<file path="src/rtl/msg_us_frame_arbiter.sv">
`default_nettype none
// ============================================================================
//  Module      : msg_us_frame_arbiter
//  Description : Frame-granular round-robin arbiter sharing one upstream FIFO
//                write port among NUM_SRC frame sources. A grant is held from
//                the first beat to the last beat of a frame. A watchdog
//                releases the port if the granted source stalls.
//  Revision    : 1.0 - initial release
// ============================================================================
module msg_us_frame_arbiter #(
    parameter int NUM_SRC = 4,
    parameter int DATA_W  = 128,
    parameter int TIMEOUT = 4096
) (
    input  logic                      sys_clk_i,
    input  logic                      rst_i,
    input  logic [NUM_SRC-1:0]        src_req_i,
    output logic [NUM_SRC-1:0]        src_grant_o,
    input  logic [NUM_SRC-1:0]        src_valid_i,
    input  logic [NUM_SRC-1:0]        src_last_i,
    input  logic [NUM_SRC*DATA_W-1:0] src_data_i,
    input  logic                      us_prog_full_i,
    output logic                      us_wr_clk_o,
    output logic                      us_wr_en_o,
    output logic [DATA_W-1:0]         us_wr_dout_o,
    output logic [15:0]               frame_cnt_o,
    output logic                      timeout_o
);

    localparam int c_IDX_W  = $clog2(NUM_SRC);
    localparam int c_WDOG_W = $clog2(TIMEOUT) + 1;
    localparam logic [c_WDOG_W-1:0] c_WDOG_MAX = c_WDOG_W'(TIMEOUT - 1);
    localparam logic [NUM_SRC-1:0]  c_ONE      = {{(NUM_SRC-1){1'b0}}, 1'b1};
    localparam logic [c_IDX_W-1:0]  c_RR_INIT  = c_IDX_W'(NUM_SRC - 1);

    typedef enum logic [0:0] {
        S_IDLE = 1'b0,
        S_XFER = 1'b1
    } state_t;

    state_t                r_state, w_state_nxt;
    logic [NUM_SRC-1:0]    r_grant, w_grant_nxt;
    logic [c_IDX_W-1:0]    r_gidx, w_gidx_nxt;
    logic [c_IDX_W-1:0]    r_rr_ptr, w_rr_nxt;
    logic [c_WDOG_W-1:0]   r_wdog, w_wdog_nxt;
    logic [15:0]           r_frame_cnt, w_cnt_nxt;
    logic                  r_timeout, w_timeout_nxt;
    logic                  r_wr_en;
    logic [DATA_W-1:0]     r_wr_dout;

    logic                  w_pick_found;
    logic [c_IDX_W-1:0]    w_pick_idx;
    logic [c_IDX_W-1:0]    w_cand;
    logic                  w_g_valid;
    logic                  w_g_last;
    logic [DATA_W-1:0]     w_g_data;

    // Grant is zero outside S_XFER, so masking with it qualifies beats.
    assign w_g_valid = |(r_grant & src_valid_i);
    assign w_g_last  = |(r_grant & src_valid_i & src_last_i);
    assign w_g_data  = src_data_i[int'(r_gidx) * DATA_W +: DATA_W];

    // Round-robin search: first requester after the last served index.
    always_comb begin
        w_pick_found = 1'b0;
        w_pick_idx   = '0;
        w_cand       = '0;
        for (int k = 1; k <= NUM_SRC; k++) begin
            w_cand = c_IDX_W'((int'(r_rr_ptr) + k) % NUM_SRC);
            if (!w_pick_found && src_req_i[w_cand]) begin
                w_pick_found = 1'b1;
                w_pick_idx   = w_cand;
            end
        end
    end

    // Next-state logic: grant on request, hold until last beat or watchdog.
    always_comb begin
        w_state_nxt   = r_state;
        w_grant_nxt   = r_grant;
        w_gidx_nxt    = r_gidx;
        w_rr_nxt      = r_rr_ptr;
        w_wdog_nxt    = r_wdog;
        w_cnt_nxt     = r_frame_cnt;
        w_timeout_nxt = 1'b0;
        case (r_state)
            S_IDLE: begin
                w_grant_nxt = '0;
                w_wdog_nxt  = '0;
                if (w_pick_found && !us_prog_full_i) begin
                    w_state_nxt = S_XFER;
                    w_grant_nxt = c_ONE << w_pick_idx;
                    w_gidx_nxt  = w_pick_idx;
                end
            end
            S_XFER: begin
                if (w_g_last) begin
                    w_state_nxt = S_IDLE;
                    w_grant_nxt = '0;
                    w_rr_nxt    = r_gidx;
                    w_cnt_nxt   = r_frame_cnt + 16'd1;
                    w_wdog_nxt  = '0;
                end else if (w_g_valid) begin
                    w_wdog_nxt = '0;
                end else if (r_wdog == c_WDOG_MAX) begin
                    w_state_nxt   = S_IDLE;
                    w_grant_nxt   = '0;
                    w_rr_nxt      = r_gidx;
                    w_timeout_nxt = 1'b1;
                    w_wdog_nxt    = '0;
                end else begin
                    w_wdog_nxt = r_wdog + 1'b1;
                end
            end
            default: begin
                w_state_nxt = S_IDLE;
                w_grant_nxt = '0;
                w_wdog_nxt  = '0;
            end
        endcase
    end

    // Control state registers.
    always_ff @(posedge sys_clk_i or posedge rst_i) begin
        if (rst_i) begin
            r_state     <= S_IDLE;
            r_grant     <= '0;
            r_gidx      <= '0;
            r_rr_ptr    <= c_RR_INIT;
            r_wdog      <= '0;
            r_frame_cnt <= '0;
            r_timeout   <= 1'b0;
        end else begin
            r_state     <= w_state_nxt;
            r_grant     <= w_grant_nxt;
            r_gidx      <= w_gidx_nxt;
            r_rr_ptr    <= w_rr_nxt;
            r_wdog      <= w_wdog_nxt;
            r_frame_cnt <= w_cnt_nxt;
            r_timeout   <= w_timeout_nxt;
        end
    end

    // Write datapath: one-cycle registered copy of the granted beat; data holds when idle.
    always_ff @(posedge sys_clk_i or posedge rst_i) begin
        if (rst_i) begin
            r_wr_en   <= 1'b0;
            r_wr_dout <= '0;
        end else begin
            r_wr_en <= w_g_valid;
            if (w_g_valid) begin
                r_wr_dout <= w_g_data;
            end
        end
    end

    assign src_grant_o  = r_grant;
    assign us_wr_clk_o  = sys_clk_i;
    assign us_wr_en_o   = r_wr_en;
    assign us_wr_dout_o = r_wr_dout;
    assign frame_cnt_o  = r_frame_cnt;
    assign timeout_o    = r_timeout;

endmodule
`default_nettype wire

</file>
<file path="config.mk">
export PLATFORM = sky130hd
export DESIGN_NAME = msg_us_frame_arbiter
export DESIGN_NICKNAME = d
export VERILOG_FILES = /design/src/rtl/msg_us_frame_arbiter.sv
export SDC_FILE = /design/constraint.sdc
export NUM_CORES = 1
export LEC_CHECK = 0
export BUFFER_PORTS_ARGS = -buffer_cell sky130_fd_sc_hd__buf_2
export CAP_MARGIN = 20
export CORE_AREA = 10 10 255 257
export DETAILED_ROUTE_END_ITERATION = 10
export DIE_AREA = 0 0 265 267
export GPL_ROUTABILITY_DRIVEN = 0
export PLACE_DENSITY = 0.37
export SLEW_MARGIN = 25
export SYNTH_ARGS = -nofsm -noshare
export SYNTH_HDL_FRONTEND = slang
export SYNTH_SLANG_ARGS = --single-unit
export TNS_END_PERCENT = 1
</file>
<file path="constraint.sdc">
create_clock -name sys_clk_i -period 5.5 [get_ports sys_clk_i]
set_input_delay 0.55 -clock sys_clk_i [delete_from_list [all_inputs] [get_ports sys_clk_i]]
set_output_delay 0.55 -clock sys_clk_i [all_outputs]
set_load 0.005 [all_outputs]
</file>
==> results_dict.tcl <==
set metrics [dict create \
    status "finished, final reports clean" \
    cp_common_cell "clkbuf_16" \
    post_drt_wl_per_cell_um 21.2 \
    synth-seq-cells 168 \
    slowest_delay_ns 0.12 \
    drv_slew 0 \
    synth_top_area_share_pct 42.9 \
    die_h_um 267 \
    final_cell_count_no_fill 2321 \
    cp-end-kind "output pin" \
    synth-async-reset-ratio_pct 100 \
    post_cts_resized 0 \
    syn-cell-area_sq_mm 0.00968 \
    min_path_type "input pin to async pin" \
    clk_pin_slew_ns 0.07 \
    nNetsFinal 2050 \
    grt_pass1_vias 10600 \
    cp.required_ns 4.95 \
    cap_violations 0 \
    crit_chain "clkbuf_16, clkbuf_16, buf_2" \
    dp_cells 2281 \
    routed_wl_mm 49.1 \
    cts_tree "yes" \
    synth-edff-count 0 \
    start_kind "clock port" \
    yosysTopAreaCell "dfrtp_1" \
    p_total_uw 7350 \
    drc 0 \
    port_buffers 677 \
    die_w_um 265 \
    cp_slowest_cell "clkbuf_16" \
    yosysSeqAreaShare_pct 43.4 \
    cp.arrival_ns 3.11 \
    setup_tns_ns 0 \
    cts_setup_buffers 0 \
    worst-path-max-fanout 2 \
    die_area_sq_mm 0.0708 \
    io_pins 678 \
    tightest_slew_ns 0.922 \
    cts_hold_buf 0 \
    power_density_mw_per_mm2 505 \
    peakVddDrop_mv 0.235 \
    core_sq_mm 0.0599 \
    drt_first_pass_iters 4 \
    yosysUniqueCellTypes 41 \
    setup_viol 0 \
    start_util_pct 16.2 \
    criticalPathCategory "clock port to output pin" \
    hold_violations 0 \
    yosysMostFrequentCell "nand2_1" \
    slew_headroom_pct 38.5 \
    antenna_found_initial 11 \
    synthFlopType "dfrtp_1" \
    synth.avg_cell_area_sq_um 11.1 \
    rrSetupSlack_ns 2.86 \
    grt_max_degree 95 \
    gr-usage-all-layers_pct 13.4 \
    rows 90 \
    clkLatencyLatePin_ns 0.59 \
    leakage_uw 0.00745 \
    yosys-top-cells-count "nand2_1, dfrtp_1, mux4_2" \
    dr.first_iter.drc_count 422 \
    area_growth_pct 50.5 \
    grt_pass1_wl_mm 70.9 \
    routed_via_density 4.10 \
    via_count 9520 \
    ys.warnings.count 0 \
    skew_ns 0.0113 \
    yosys-top-cells-area "dfrtp_1, mux4_2, nand2_1" \
    dpl.hpwl_mm 41.4 \
    syn_nets 1404 \
    synth_cells 875 \
    rsz0062_at_grt "false" \
    grt.overflow.total 0 \
    drive_above_1_share_pct 56.3 \
    antenna_left 0 \
]
## sequential cells by signal (all words and copies together) (netlist names)
register      count
us_wr_en_o        1
src_grant_o       4
r_wdog           13
r_state           1
r_rr_ptr          2
us_wr_dout_o    128
frame_cnt_o      16
r_gidx            2
timeout_o         1
## routing by layer
layer	routed length, um	track usage [%]	up-vias	part of all wire [%]
met4	950	4.04	4	1.9
met3	4810	5.39	46	9.8
met2	24700	23.0	462	50
li1	-	-	4374	-
met5	25	0	-	0.051
met1	18600	15.2	4634	38
## power by group
group          internal, uW  switching [uW]  leakage (uW)  total, uW
logic                  1710            2140       0.00501       3850
clock network           746             610      0.000317       1360
registers              1780             374       0.00212       2150
total                  4230            3120       0.00745       7350
## worst paths after layout
path,start,depth (start not counted),endpoint
min in group sys_clk_i,us_prog_full_i,4,src_grant_o[0]$_DFFE_PP0P_
worst min-delay path,rst_i,2,us_wr_dout_o[106]$_DFFE_PP0P_
worst max register to register,src_grant_o[0]$_DFFE_PP0P_,5,r_wdog[4]$_DFF_PP0_
max in group asynchronous,rst_i,3,r_gidx[0]$_DFFE_PP0P_
worst min register to register,us_wr_dout_o[58]$_DFFE_PP0P_,2,us_wr_dout_o[58]$_DFFE_PP0P_
worst max-delay path,sys_clk_i,3,us_wr_clk_o
## critical path: cells and delay by family
family | cells | cell delay, ns
buffers and inverters | 3 | 0.36
## layout by cell type (no fill, tap or decap), types with 8 or more instances in the layout
| cell type | instances |
|---|---|
| xnor2_1 | 22 |
| buf_2 | 677 |
| clkbuf_16 | 20 |
| and3_1 | 9 |
| dfrtp_1 | 164 |
| nand3_1 | 16 |
| nand2_1 | 396 |
| nand4_1 | 8 |
| mux4_2 | 128 |
| nor2_1 | 18 |
## area by class of cell
type / count / area, sq um
Clock inverter: 13 / 135
Timing Repair Buffer: 684 / 3480
Antenna cell: 5 / 12.5
Sequential cell: 168 / 4210
Inverter: 7 / 36.3
Multi-Input combinational cell: 639 / 5190
Clock buffer: 23 / 523
Fill cell: 6568 / 45300
Tap cell: 782 / 978
## through the flow
stage                     area [sq um]  hold slack (ns)  worst slack [ns]  utilization [%]
after detailed placement         13900            0.450              2.10             23.2
final                            14600          0.00897              1.84             24.3
after CTS                        14600         0.000948              1.84             24.3
after floorplan                   9680            0.463             0.407                -
after global routing             14600           0.0338              1.83             24.3
after global placement           13900            0.447              2.10             23.2
## logic make-up after synthesis
family	count (synthesis)	synth area share, %
fa+ha+maj	2	0.258
flops	168	43.4
xor+xnor	25	2.26
mux	133	30.3
simple gates	466	19.6
buf+inv	68	2.97
compound gates	13	1.16
Note: power is estimated with default switching activity, not from simulation.
